File: src/rtl/arm_defs_pkg.sv
// Shared ARM decode definitions.
// Holds the ALU command codes, data-processing opcodes, instruction mode
// encodings, condition codes, the architectural register count and the
// condition evaluation helper used by the decode stage.
package arm_defs_pkg;

    localparam int NUM_REGS = 15;

    // ALU commands driven on exe_cmd
    localparam logic [3:0] EXE_NOP = 4'b0000;
    localparam logic [3:0] EXE_MOV = 4'b0001;
    localparam logic [3:0] EXE_ADD = 4'b0010;
    localparam logic [3:0] EXE_ADC = 4'b0011;
    localparam logic [3:0] EXE_SUB = 4'b0100;
    localparam logic [3:0] EXE_SBC = 4'b0101;
    localparam logic [3:0] EXE_AND = 4'b0110;
    localparam logic [3:0] EXE_ORR = 4'b0111;
    localparam logic [3:0] EXE_EOR = 4'b1000;
    localparam logic [3:0] EXE_MVN = 4'b1001;

    // Data-processing opcodes, instruction[24:21]
    localparam logic [3:0] OP_AND = 4'b0000;
    localparam logic [3:0] OP_EOR = 4'b0001;
    localparam logic [3:0] OP_SUB = 4'b0010;
    localparam logic [3:0] OP_ADD = 4'b0100;
    localparam logic [3:0] OP_ADC = 4'b0101;
    localparam logic [3:0] OP_SBC = 4'b0110;
    localparam logic [3:0] OP_TST = 4'b1000;
    localparam logic [3:0] OP_CMP = 4'b1010;
    localparam logic [3:0] OP_ORR = 4'b1100;
    localparam logic [3:0] OP_MOV = 4'b1101;
    localparam logic [3:0] OP_MVN = 4'b1111;

    // Instruction modes, instruction[27:26]
    localparam logic [1:0] MODE_DP  = 2'b00;
    localparam logic [1:0] MODE_MEM = 2'b01;
    localparam logic [1:0] MODE_BR  = 2'b10;

    // Condition codes, instruction[31:28]
    localparam logic [3:0] COND_EQ = 4'b0000;
    localparam logic [3:0] COND_NE = 4'b0001;
    localparam logic [3:0] COND_CS = 4'b0010;
    localparam logic [3:0] COND_CC = 4'b0011;
    localparam logic [3:0] COND_MI = 4'b0100;
    localparam logic [3:0] COND_PL = 4'b0101;
    localparam logic [3:0] COND_VS = 4'b0110;
    localparam logic [3:0] COND_VC = 4'b0111;
    localparam logic [3:0] COND_HI = 4'b1000;
    localparam logic [3:0] COND_LS = 4'b1001;
    localparam logic [3:0] COND_GE = 4'b1010;
    localparam logic [3:0] COND_LT = 4'b1011;
    localparam logic [3:0] COND_GT = 4'b1100;
    localparam logic [3:0] COND_LE = 4'b1101;
    localparam logic [3:0] COND_AL = 4'b1110;

    // nzcv is {N,Z,C,V}; the reserved code 1111 never executes.
    function automatic logic cond_pass(input logic [3:0] cond, input logic [3:0] nzcv);
        logic n, z, c, v;
        n = nzcv[3];
        z = nzcv[2];
        c = nzcv[1];
        v = nzcv[0];
        case (cond)
            COND_EQ: cond_pass = z;
            COND_NE: cond_pass = ~z;
            COND_CS: cond_pass = c;
            COND_CC: cond_pass = ~c;
            COND_MI: cond_pass = n;
            COND_PL: cond_pass = ~n;
            COND_VS: cond_pass = v;
            COND_VC: cond_pass = ~v;
            COND_HI: cond_pass = c & ~z;
            COND_LS: cond_pass = ~c | z;
            COND_GE: cond_pass = (n == v);
            COND_LT: cond_pass = (n != v);
            COND_GT: cond_pass = ~z & (n == v);
            COND_LE: cond_pass = z | (n != v);
            COND_AL: cond_pass = 1'b1;
            default: cond_pass = 1'b0;
        endcase
    endfunction

endpackage

File: src/rtl/register_file.sv
// Architectural register file R0..R14 with two combinational read ports and
// one write port. Index 15 reads back pc_in; writes to index 15 are dropped.
// Asynchronous reset loads each register with its own index.
// Optional feature: define REGFILE_WRITE_BYPASS_EN to forward the write-port
// data to a read port addressing the same register in the same cycle.
// Ports:
//   clk, rst            clock, async active-high reset
//   rd_idx1, rd_idx2    read indices
//   pc_in               value returned for index 15
//   we, wr_idx, wr_data write port
//   rd_data1, rd_data2  read data
module register_file
    import arm_defs_pkg::*;
#(
    parameter int DATA_W = 32
) (
    input  logic              clk,
    input  logic              rst,
    input  logic [3:0]        rd_idx1,
    input  logic [3:0]        rd_idx2,
    input  logic [DATA_W-1:0] pc_in,
    input  logic              we,
    input  logic [3:0]        wr_idx,
    input  logic [DATA_W-1:0] wr_data,
    output logic [DATA_W-1:0] rd_data1,
    output logic [DATA_W-1:0] rd_data2
);

    logic [DATA_W-1:0] regs [NUM_REGS];
    logic              wr_ok;

    assign wr_ok = we && (wr_idx != 4'd15);

    always_ff @(posedge clk or posedge rst) begin
        if (rst) begin
            for (int i = 0; i < NUM_REGS; i++) begin
                regs[i] <= DATA_W'(i);
            end
        end else if (wr_ok) begin
            regs[wr_idx] <= wr_data;
        end
    end

    always_comb begin
        if (rd_idx1 == 4'd15) begin
            rd_data1 = pc_in;
`ifdef REGFILE_WRITE_BYPASS_EN
        end else if (wr_ok && (wr_idx == rd_idx1)) begin
            rd_data1 = wr_data;
`endif
        end else begin
            rd_data1 = regs[rd_idx1];
        end
    end

    always_comb begin
        if (rd_idx2 == 4'd15) begin
            rd_data2 = pc_in;
`ifdef REGFILE_WRITE_BYPASS_EN
        end else if (wr_ok && (wr_idx == rd_idx2)) begin
            rd_data2 = wr_data;
`endif
        end else begin
            rd_data2 = regs[rd_idx2];
        end
    end

endmodule

File: src/rtl/instruction_decode_stage.sv
// ARM decode stage feeding the ID/EX register: decodes data-processing,
// load/store and branch formats, evaluates the condition field against NZCV,
// reads the register file and inserts a bubble on a failed condition or a
// hazard stall. Optional feature: REGFILE_WRITE_BYPASS_EN (see register_file).
// Ports:
//   clk, rst                        clock, async active-high reset
//   instruction, pc_in, sr, hazard  IF/ID inputs, status flags, stall request
//   wb_wb_en, wb_dest, wb_value     write-back port
//   wb_en mem_r_en mem_w_en b s     decoded controls (zeroed in a bubble)
//   exe_cmd                         ALU command (zeroed in a bubble)
//   pc val_rn val_rm imm shift_operand signed_imm_24 dest sr_out
//                                   data fields for the ID/EX register
//   src1 src2 two_src               source indices for the hazard unit
module instruction_decode_stage
    import arm_defs_pkg::*;
#(
    parameter int DATA_W = 32
) (
    input  logic              clk,
    input  logic              rst,
    input  logic [31:0]       instruction,
    input  logic [DATA_W-1:0] pc_in,
    input  logic [3:0]        sr,
    input  logic              hazard,
    input  logic              wb_wb_en,
    input  logic [3:0]        wb_dest,
    input  logic [DATA_W-1:0] wb_value,
    output logic              wb_en,
    output logic              mem_r_en,
    output logic              mem_w_en,
    output logic              b,
    output logic              s,
    output logic [3:0]        exe_cmd,
    output logic [DATA_W-1:0] pc,
    output logic [DATA_W-1:0] val_rn,
    output logic [DATA_W-1:0] val_rm,
    output logic              imm,
    output logic [11:0]       shift_operand,
    output logic [23:0]       signed_imm_24,
    output logic [3:0]        dest,
    output logic [3:0]        sr_out,
    output logic [3:0]        src1,
    output logic [3:0]        src2,
    output logic              two_src
);

    logic [3:0] cond;
    logic [1:0] mode;
    logic [3:0] opcode;
    logic       s_bit;
    logic [3:0] rn;
    logic [3:0] rd;
    logic [3:0] rm;

    logic       raw_wb_en;
    logic       raw_mem_r_en;
    logic       raw_mem_w_en;
    logic       raw_b;
    logic       raw_s;
    logic [3:0] raw_exe_cmd;
    logic       bubble;

    assign cond   = instruction[31:28];
    assign mode   = instruction[27:26];
    assign opcode = instruction[24:21];
    assign s_bit  = instruction[20];
    assign rn     = instruction[19:16];
    assign rd     = instruction[15:12];
    assign rm     = instruction[3:0];

    always_comb begin
        raw_wb_en    = 1'b0;
        raw_mem_r_en = 1'b0;
        raw_mem_w_en = 1'b0;
        raw_b        = 1'b0;
        raw_s        = 1'b0;
        raw_exe_cmd  = EXE_NOP;
        case (mode)
            MODE_DP: begin
                raw_wb_en = 1'b1;
                raw_s     = s_bit;
                case (opcode)
                    OP_MOV: raw_exe_cmd = EXE_MOV;
                    OP_MVN: raw_exe_cmd = EXE_MVN;
                    OP_ADD: raw_exe_cmd = EXE_ADD;
                    OP_ADC: raw_exe_cmd = EXE_ADC;
                    OP_SUB: raw_exe_cmd = EXE_SUB;
                    OP_SBC: raw_exe_cmd = EXE_SBC;
                    OP_AND: raw_exe_cmd = EXE_AND;
                    OP_ORR: raw_exe_cmd = EXE_ORR;
                    OP_EOR: raw_exe_cmd = EXE_EOR;
                    OP_CMP: begin
                        raw_exe_cmd = EXE_SUB;
                        raw_wb_en   = 1'b0;
                    end
                    OP_TST: begin
                        raw_exe_cmd = EXE_AND;
                        raw_wb_en   = 1'b0;
                    end
                    default: begin
                        raw_wb_en = 1'b0;
                        raw_s     = 1'b0;
                    end
                endcase
            end
            MODE_MEM: begin
                raw_exe_cmd = EXE_ADD;
                if (s_bit) begin
                    raw_mem_r_en = 1'b1;
                    raw_wb_en    = 1'b1;
                end else begin
                    raw_mem_w_en = 1'b1;
                end
            end
            MODE_BR: begin
                raw_b = 1'b1;
            end
            default: begin
            end
        endcase
    end

    assign bubble = hazard | ~cond_pass(cond, sr);

    assign wb_en    = raw_wb_en    & ~bubble;
    assign mem_r_en = raw_mem_r_en & ~bubble;
    assign mem_w_en = raw_mem_w_en & ~bubble;
    assign b        = raw_b        & ~bubble;
    assign s        = raw_s        & ~bubble;
    assign exe_cmd  = bubble ? EXE_NOP : raw_exe_cmd;

    // Source indices are index outputs and so ignore the bubble: the hazard
    // unit must still see that a stalled STR reads Rd.
    assign src1    = rn;
    assign src2    = raw_mem_w_en ? rd : rm;
    assign two_src = ~instruction[25] | raw_mem_w_en;

    assign pc            = pc_in;
    assign imm           = instruction[25];
    assign shift_operand = instruction[11:0];
    assign signed_imm_24 = instruction[23:0];
    assign dest          = rd;
    assign sr_out        = sr;

    // Second read port follows src2 so a store carries its data in val_rm.
    register_file #(
        .DATA_W (DATA_W)
    ) u_register_file (
        .clk      (clk),
        .rst      (rst),
        .rd_idx1  (src1),
        .rd_idx2  (src2),
        .pc_in    (pc_in),
        .we       (wb_wb_en),
        .wr_idx   (wb_dest),
        .wr_data  (wb_value),
        .rd_data1 (val_rn),
        .rd_data2 (val_rm)
    );

endmodule

File: config.mk
export PLATFORM = sky130hd
export DESIGN_NAME = instruction_decode_stage
export DESIGN_NICKNAME = d
export VERILOG_FILES = /design/src/rtl/arm_defs_pkg.sv /design/src/rtl/register_file.sv /design/src/rtl/instruction_decode_stage.sv
export SDC_FILE = /design/constraint.sdc
export NUM_CORES = 1
export LEC_CHECK = 0
export BUFFER_PORTS_ARGS = -buffer_cell sky130_fd_sc_hd__clkbuf_2
export CORE_MARGIN = 4
export CORE_UTILIZATION = 35
export CTS_CLUSTER_DIAMETER = 60
export CTS_CLUSTER_SIZE = 20
export DETAILED_ROUTE_END_ITERATION = 10
export MAX_ROUTING_LAYER = met4
export PLACE_DENSITY_LB_ADDON = 0.25
export SYNTH_ARGS = -nofsm -noshare
export SYNTH_HDL_FRONTEND = slang
export SYNTH_SLANG_ARGS = --single-unit
File: constraint.sdc
create_clock -name clk -period 29.9 [get_ports clk]
set_input_delay 5.98 -clock clk [delete_from_list [all_inputs] [get_ports clk]]
set_output_delay 5.98 -clock clk [all_outputs]
set_load 0.01 [all_outputs]
---- Word-level counts from Yosys, hierarchy flattened ----
Cells that the tools add are included.
word-level totals
  register bits after elaboration ......... 480
  output and inout port bits .............. 159
  logic and storage cells ................. 105
operators by class
  magnitude comparators ................... 4
  eq/ne operators ......................... 31
  multiplexer cells ....................... 25
  bitwise operators ....................... 21
  reductions and logical operators ........ 9
operators by type and width
  cell                                                        number
  bitwise mux 480 bit                                         1
  binary-select mux 32 bit (select 4 bit)                     2
  two-way mux 32 bit                                          7
  demux 32 bit (select 4 bit)                                 1
  equality test 4 bit, second input constant                  14
  case mux 4 bit (9 select lines)                             1
  equality test 4 x 3 -> 1 bit, second input constant         7
  greater-or-equal comparator 5 bit, second input constant    3
  inverter 4 -> 5 bit                                         3
  case mux 1 bit (15 select lines)                            1
  equality test 4 x 2 -> 1 bit, second input constant         3
  OR reduction 11 bit                                         1
  OR reduction 9 bit                                          1
  equality test 4 x 1 -> 1 bit, second input constant         2
  zero test 4 bit                                             2
  two-way mux 1 bit                                           8
  two-way mux 4 bit                                           2
  case mux 4 bit (2 select lines)                             1
  bitwise AND 1 bit                                           7
  inverter 1 bit                                              7
  less-than comparator 5 x 1 -> 1 bit, second input constant  1
  != test 4 bit, second input constant                        1
  OR 1 bit                                                    4
  OR reduction 2 bit                                          2
  other kinds (7)                                             8

---- Logic depth before layout (Yosys ltp) ----
Gate-level depths: netlist (run 1).
  depth in word-level cells ............... 8
  depth in mapped cells ................... 11

---- Modules after synthesis ----
Synthesis (run 1) repeated with hierarchy kept, for this count alone.
second synthesis, totals
  cell total of the unflattened synthesis .. 1,999
  area, all modules ....................... 27,341.2 um2
by module, submodules not included
  module                    times used  cells an instance  area each (um2)  sequential area each (um2)
  register_file             1           1,846              26,252.7         12,046.6
  instruction_decode_stage  1           153                1,088.5          0.0

---- Worst setup path before layout (run 1) ----
Ideal clock, no wire load.
  path type ............................... input to output
  from .................................... input port instruction[27]
  to ...................................... output port val_rm[19]
  data arrival time ....................... 7.903 ns
  path slack .............................. 16.017 ns
  stages .................................. 9
  buffers on the path ..................... 4
  cells stage by stage .................... buf_2 or3b_1 buf_2 mux2i_4 inv_2 buf_2 clkbuf_1 a21oi_1 o21ai_0
between the ends
  word-level cells in the longest chain between the ends .. 8
  elaborated cells on any way between the ends .. 9
  classes of those cells .................. eq/ne: 2; mux: 6; bitwise: 1
ends and longest elaborated chain
  what                                                   RTL line                         RTL
  from (decl)                                            instruction_decode_stage.sv:21   input logic [31:0] instruction,
  equality test 2 x 1 -> 1 bit (*)                       instruction_decode_stage.sv:78   case (mode)
  two-way mux 1 bit (*)                                  instruction_decode_stage.sv:78
  two-way mux 4 bit (*)                                  instruction_decode_stage.sv:135  assign src2 = raw_mem_w_en ? rd : rm;
  net src2[1]                                            instruction_decode_stage.sv:43   output logic [3:0] src2,
  inverter 4 -> 5 bit (implied by the code)              register_file.sv:64              rd_data2 = regs[rd_idx2];
  binary-select mux 32 bit (select 4 bit)                register_file.sv:64
  two-way mux 32 bit (implied by the code) (2 in a row)  register_file.sv:64
  two-way mux 32 bit (*)                                 register_file.sv:57              if (rd_idx2 == 4'd15) begin
  to (decl)                                              instruction_decode_stage.sv:36   output logic [DATA_W-1:0] val_rm,
Mark *: on every way through the listed nets, which the timed path passes. The rest lies on a longest branch. The select of a mux whose other input is x is not followed.

---- Final worst setup path (run 1) ----
  from .................................... input port instruction[26]
  to ...................................... output port val_rm[26]
between the ends
  word-level cells in the longest chain between the ends .. 8
  elaborated cells on any way between the ends .. 9
  classes of those cells .................. eq/ne: 2; mux: 6; bitwise: 1
ends and longest elaborated chain
  what                                                   RTL line
  equality test 2 x 1 -> 1 bit (*)                       instruction_decode_stage.sv:78
  two-way mux 1 bit (*)                                  instruction_decode_stage.sv:78
  two-way mux 4 bit (*)                                  instruction_decode_stage.sv:135
  inverter 4 -> 5 bit (implied by the code)              register_file.sv:64
  binary-select mux 32 bit (select 4 bit)                register_file.sv:64
  two-way mux 32 bit (implied by the code) (2 in a row)  register_file.sv:64
  two-way mux 32 bit (*)                                 register_file.sv:57
Every way passes the cells marked *; elsewhere a longest branch is shown, timed or not. The select of a mux whose other input is x is not followed.

==> results.json, run 1 <==
{
  "synth_nets": 2413,
  "worst_hold_slack_ns": 0.533,
  "max_freq_mhz": 61.6,
  "cts_tree": "yes",
  "yosysSeqAreaShare": 0.446,
  "finalSetupViolations": 0,
  "arrival_ns": 10.26,
  "num_vias": 19900,
  "hpwl_um": 51300,
  "finalSetupTns_ns": 0,
  "placementRows": 101,
  "worstPathCellList": "clkbuf_2 -> or3b_1 -> mux2i_4 -> buf_4 -> buf_4 -> nor2_1 -> buf_4 -> a32oi_1 -> nand3_1 -> nand2_1 -> clkbuf_2",
  "ant_nets": 0,
  "worstHoldEndpoint": "u_register_file.regs[413]",
  "finalCriticalPeriod_ns": 16.24,
  "wl_per_cell_um": 26.2,
  "regArea_um2": 12000,
  "initial_core_util": 0.354,
  "path_buf_inv": 5,
  "synthArstFlopShare": 1.00,
  "nFillCells": 7269,
  "stdcell_area_um2": 29800,
  "ios": 267,
  "finalClockSkew_ns": 0,
  "finalMaxSlewViolations": 0,
  "largest-register": "u_register_file.regs",
  "min_path_type": "reg -> reg",
  "ys_ff_latch": 480,
  "drt_wl_total_um": 88900,
  "synth_warnings": 0,
  "synth_flop_cell": "dfrtp_1",
  "netlist_area_um2": 27000,
  "slew_headroom": 0.129,
  "cts_hold_buf": 0,
  "critPathMaxStageDelay_ns": 0.86,
  "firstDrtPassIters": 6,
  "r2r_slack_ns": 29.08,
  "die_w_um": 286,
  "numCtsBuffers": 37,
  "hold_violations": 0,
  "synth_area_per_cell_um2": 11.7,
  "synth_top_cell_by_area": "dfrtp_1",
  "clk_latency_ns": 0.57,
  "tightest_slew_ns": 1.30,
  "worstHoldStart": "u_register_file.regs[413]",
  "r2r-end": "u_register_file.regs[200]",
  "rr_worst_depth": 1,
  "coreArea_um2": 76200,
  "synth.most_common_cell": "mux2_2",
  "crit_family": "buffers and inverters",
  "crit_fanout": 65,
  "grt_remaining_overflow": 0,
  "grt_pass1_wl_um": 132000,
  "drive_gt1_frac": 0.434,
  "timing.final.crit_share": 0.543,
  "fp.dieH_um": 286,
  "rsz0062_at_grt": "no",
  "synth_edf_count": 0,
  "cts-root-buf": "clkbuf_16",
  "synthToLayoutAreaGrowth_pct": 10.3,
  "synth_cell_types": 42,
  "crit_path_top_delay_cell": "buf_4",
  "synth_commonest_cells": "mux2_2 (495), dfrtp_1 (452), nand2_1 (363)",
  "antenna_found_initial": 1,
  "critPathLaunchType": "input pin",
  "cts_sinks": 480,
  "crit_top_cell": "buf_4",
  "critPathRequiredTime_ns": 23.92,
  "track_usage": 0.217,
  "rr_startpoint": "u_register_file.regs[200]",
  "min_path_cells": 1,
  "gp_congestion": 0.837,
  "drcViolationCount": 0,
  "ys_top_cells_by_area": "dfrtp_1 (42%), mux2_2 (21%), mux4_2 (11%), nand2_1 (5.0%), mux2i_1 (3.7%)",
  "via_per_inst": 5.86,
  "drv_cap": 0,
  "die_area_um2": 81700,
  "detail_route.iter0.violations": 2055,
  "cts_resized": 0,
  "peakVddDrop_mv": 0.0318,
  "crit_type": "in -> out",
  "grt_max_degree": 162,
  "reg_top3": "u_register_file.regs: 480 flops",
  "clk_pin_slew_worst_paths_ns": 0.08,
  "leakagePower_nw": 12.7,
  "portBuffers": 242,
  "nets": 2447,
  "status": "complete, no violations",
  "largest_reg_flops": 480,
  "post-cts-setup-buffers": 0,
  "cellPowerDensity_nw_per_um2": 65.3,
  "netlist_instances": 2305,
  "end_kind": "primary output",
  "htreeDepth": 2,
  "dpl-instance-area_um2": 28600,
  "cts_buffer_depth": 3,
  "multi_input_area_um2": 13600,
  "grt_pass1_vias": 20200,
  "synth_top_area_share": 0.419
}
final cells by class:
cell class / count / share of cell area
diodes: 1 / 0.0000840
clock buffers: 46 / 0.0343
clock inverters: 21 / 0.00664
inverters: 6 / 0.00122
multi-input cells: 1530 / 0.458
flip-flops and latches: 480 / 0.404
well taps: 1030 / 0.0433
repair buffers: 284 / 0.0522
stage by stage:
step / utilization / std cells / power (W) / setup slack (ns)
floorplan: - / 2305 / 0.00127 / 10.57
CTS: 0.391 / 3397 / 0.00196 / 13.67
global placement: 0.375 / 3330 / 0.00141 / 13.72
finish: 0.391 / 3398 / 0.00195 / 13.66
detailed placement: 0.375 / 3330 / 0.00143 / 13.70
global route: 0.391 / 3398 / 0.00204 / 13.50
layout by cell type, fill, tap and decap left out, types with 14 or more instances in the layout:
cell	Yosys	layout
nand3_1	87	87
dfstp_2	28	28
mux2_2	495	495
o21ai_1	16	15
clkbuf_16	0	39
a32oi_1	14	14
a21oi_1	28	27
nand2_1	363	360
dfrtp_1	452	452
buf_4	85	42
o22ai_1	65	65
clkbuf_2	0	239
a31oi_1	64	64
a21o_1	20	20
mux2i_1	100	97
o21ai_0	58	58
mux4_2	128	128
metal layers:
metal | part of all wire | global-route usage | wire, um | vias to the layer above
met5 | 0 | - | 0 | -
met4 | 0.036 | 0.0735 | 3220 | 0
met3 | 0.076 | 0.0393 | 6770 | 170
met2 | 0.46 | 0.334 | 41000 | 877
met1 | 0.43 | 0.291 | 37900 | 10400
li1 | - | - | - | 8422
kinds of logic (layout without fill, tap and decap cells):
group,count (synthesis),count (layout),synth area share
mux,725,725,0.352
simple gates,510,510,0.0794
buf+inv,295,357,0.0545
flops,480,480,0.446
xor+xnor,3,3,0.000973
other cells,0,1,0
compound gates,292,292,0.0673
report_power, final:
group	internal [W]	leakage [nW]	total [W]	switching [W]
clock	0.000254	0.579	0.000521	0.000267
combinational	0.000270	6.30	0.000502	0.000232
sequential	0.000807	5.84	0.000923	0.000116
total	0.00133	12.7	0.00195	0.000616
how the worst max path moves through the flow:
stage          cells after the start            start                      end
6_report                          11  instruction[26]               val_rm[26]
2_1_floorplan                      1              rst  u_register_file.regs[0]
4_1_cts                           11  instruction[26]               val_rm[20]
3_3_place_gp                      11  instruction[26]               val_rm[20]
3_5_place_dp                      11  instruction[26]               val_rm[20]
5_1_grt                           11  instruction[26]               val_rm[20]
No activity file was read; power rests on OpenSTA's default activity.
==> run 2, diff against run 1 <==
Settings changed: ABC_AREA from default to 1.
Clock period 29.9 ns to 15.6 ns, I/O delays scaled along.
==> run 2 against run 1 <==
  * Sequential cell count did not move
  * Core utilization decreased by 0.57 points
  * First-iteration DRC count up 54%
  * Sequential share of layout area is 1.6 points lower
  * Critical path depth did not move
  * Critical path type unchanged
  * Via count grew 43%
  * Critical endpoint is now val_rn[14]
  * Die area rose by 4.7%
  * Synthesized area is 4.9% higher
  * Non-clock buffer count up 9
==> results.json, run 2 <==
{
  "status": "complete, no violations",
  "numCtsBuffers": 43,
  "finalSetupViolations": 0,
  "rr_startpoint": "u_register_file.regs[160]",
  "finalSetupTns_ns": 0,
  "p_int_w": 0.00241,
  "detail_route.iter0.violations": 3168,
  "most-common-layout-cells": "nand2_1 (1316), o21ai_0 (627), nand3_1 (592)",
  "ant_nets": 0,
  "grt_remaining_overflow": 0,
  "drv_cap": 0,
  "yosysSeqAreaShare": 0.425,
  "synth_edf_count": 0,
  "synth_commonest_cells": "nand2_1 (1330), o21ai_0 (627), nand3_1 (592)",
  "instances_no_fill": 5148,
  "grt_max_degree": 147,
  "post-cts-setup-buffers": 0,
  "cts_resized": 0,
  "final_common_cell": "nand2_1",
  "critPathMaxStageDelay_ns": 0.70,
  "crit_type": "in -> out",
  "synthToLayoutAreaGrowth_pct": 9.40,
  "critPathRequiredTime_ns": 12.48,
  "htreeDepth": 2,
  "clk_pin_slew_worst_paths_ns": 0.07,
  "portBuffers": 242,
  "nFillCells": 8632,
  "die_area_um2": 85500,
  "worstPathCellList": "clkbuf_2 -> inv_6 -> nand2_1 -> inv_4 -> buf_4 -> buf_4 -> nand2_1 -> nand4_1 -> nand3_1 -> a31oi_1 -> clkbuf_2",
  "worst_hold_slack_ns": 0.483,
  "fp.dieH_um": 292,
  "arrival_ns": 7.26,
  "gp_congestion": 0.824,
  "grt_pass1_vias": 26700,
  "finalCriticalPeriod_ns": 10.38,
  "clk_latency_ns": 0.59,
  "num_vias": 28500,
  "wl_per_cell_um": 22.0,
  "rsz0062_at_grt": "no",
  "synth_area_per_cell_um2": 6.87,
  "synth_top_area_share": 0.399,
  "max_freq_mhz": 96.3,
  "rr_worst_depth": 2,
  "synth_flop_cell": "dfrtp_1",
  "initial_core_util": 0.352,
  "synthArstFlopShare": 1.00,
  "setup_slack_ns": 5.22,
  "r2r-end": "u_register_file.regs[160]",
  "crit_fanout": 134,
  "largest-register": "u_register_file.regs",
  "timing.final.crit_share": 0.665,
  "ys_ff_latch": 480,
  "clock_power_share": 0.306,
  "netlist_instances": 4120,
  "firstDrtPassIters": 6,
  "end_kind": "primary output",
  "via_per_inst": 5.53,
  "coreArea_um2": 80400,
  "die_w_um": 292,
  "drive_gt1_frac": 0.107,
  "leakagePower_nw": 15.1,
  "r2r_slack_ns": 14.77,
  "cts_hold_buf": 0,
  "peakVddDrop_mv": 0.0705,
  "min_path_type": "reg -> reg",
  "finalMaxSlewViolations": 0,
  "drcViolationCount": 0,
  "power_switching_w": 0.00135,
  "synth_top_cell_by_area": "dfrtp_1",
  "combPwrFrac": 0.244,
  "synth_nets": 4228,
  "placementRows": 104,
  "cts-root-buf": "clkbuf_16",
  "nets": 4161,
  "dp.cells": 5068,
  "hpwl_um": 60000,
  "synth_warnings": 0,
  "tightest_slew_ns": 1.20,
  "cts_sinks": 480,
  "drt_wl_total_um": 113000,
  "grt_pass1_wl_um": 170000,
  "slew_headroom": 0.199,
  "cts_tree": "yes",
  "ys_top_cells_by_area": "dfrtp_1 (40%), nand2_1 (18%), o21ai_0 (11%), nand3_1 (10%), inv_1 (4.6%)",
  "seq_power_share": 0.450,
  "crit_end": "val_rn[14]",
  "critPathLaunchType": "input pin",
  "cellPowerDensity_nw_per_um2": 121,
  "swShare": 0.358,
  "netlist_area_um2": 28300,
  "largest_reg_flops": 480,
  "synth.most_common_cell": "nand2_1",
  "cp-startpoint": "instruction[16]",
  "synth_cell_types": 36,
  "p_total_w": 0.00376,
  "reg_top3": "u_register_file.regs: 480 flops",
  "crit_path_top_delay_cell": "inv_6",
  "ios": 267,
  "finalClockSkew_ns": 0,
  "cts_buffer_depth": 3,
  "track_usage": 0.265,
  "pre_cts_ws_ns": 5.32,
  "hold_violations": 0,
  "antenna_found_initial": 3
}
[run 2: changes by cell type in the layout (fill, tap and decap cells not counted), sizes merged, moves of 64 or more]
cell   before   now
a21oi      28   146
nand2     363  1333
mux2      495     0
o22ai      65     1
mux4      128     0
mux2i     102     0
inv        14   367
o21ai      74   632
nand3      87   593
[run 2: worst min-delay path by stage]
stage                                   start                        end  cells past startpoint  slack [ns]
finish              u_register_file.regs[475]  u_register_file.regs[475]                      2        0.48
global route         u_register_file.regs[86]   u_register_file.regs[86]                      2        0.51
CTS                 u_register_file.regs[475]  u_register_file.regs[475]                      2        0.49
detailed placement  u_register_file.regs[222]  u_register_file.regs[222]                      2        0.47
global placement    u_register_file.regs[343]  u_register_file.regs[343]                      2        0.47
floorplan           u_register_file.regs[126]  u_register_file.regs[126]                      2        0.45
[run 2: layer usage]
layer / wire length [um] / vias up / global-route usage / share of wire
li1: - / 13200 / - / -
met1: 47700 / 13600 / 0.349 / 0.42
met2: 51000 / 1403 / 0.409 / 0.45
met3: 10200 / 250 / 0.0436 / 0.090
met4: 4270 / 0 / 0.103 / 0.038
met5: 0 / - / - / 0
[run 2: power groups by stage]
stage	logic, W	clock network, W	registers (W)
2_1_floorplan	0.000658	0	0.00167
3_3_place_gp	0.000898	0	0.00171
3_5_place_dp	0.000912	0	0.00171
4_1_cts	0.000914	0.00117	0.00169
5_1_grt	0.00105	0.00122	0.00173
6_report	0.000917	0.00115	0.00169
[run 2: layout make-up]
cell class              instances  area, um^2  area share
diodes                          3        7.51    0.000242
clock buffers                  48        1110      0.0360
clock inverters                29         344      0.0111
inverters                     356        1350      0.0437
multi-input cells            2879       13200       0.425
flip-flops and latches        480       12000       0.389
well taps                    1060        1330      0.0428
repair buffers                293        1630      0.0527
[run 2: cell families after synthesis]
family / after synthesis / synth area share
flops: 480 / 0.425
compound gates: 851 / 0.157
simple gates: 2027 / 0.302
xor+xnor: 1 / 0.000309
buf+inv: 761 / 0.115
[run 2: through the flow]
stage          utilization  instance area, um^2
3_5_place_dp         0.367                29500
3_3_place_gp         0.367                29500
2_1_floorplan            -                28300
6_report             0.385                31000
5_1_grt              0.385                31000
4_1_cts              0.385                31000
[run 2: critical path, delay by kind of cell]
family	cells	cell delay [ns]
AND/OR/NAND/NOR	4	0.59
AO/OA/AOI/OAI	1	0.40
buffers and inverters	6	2.92
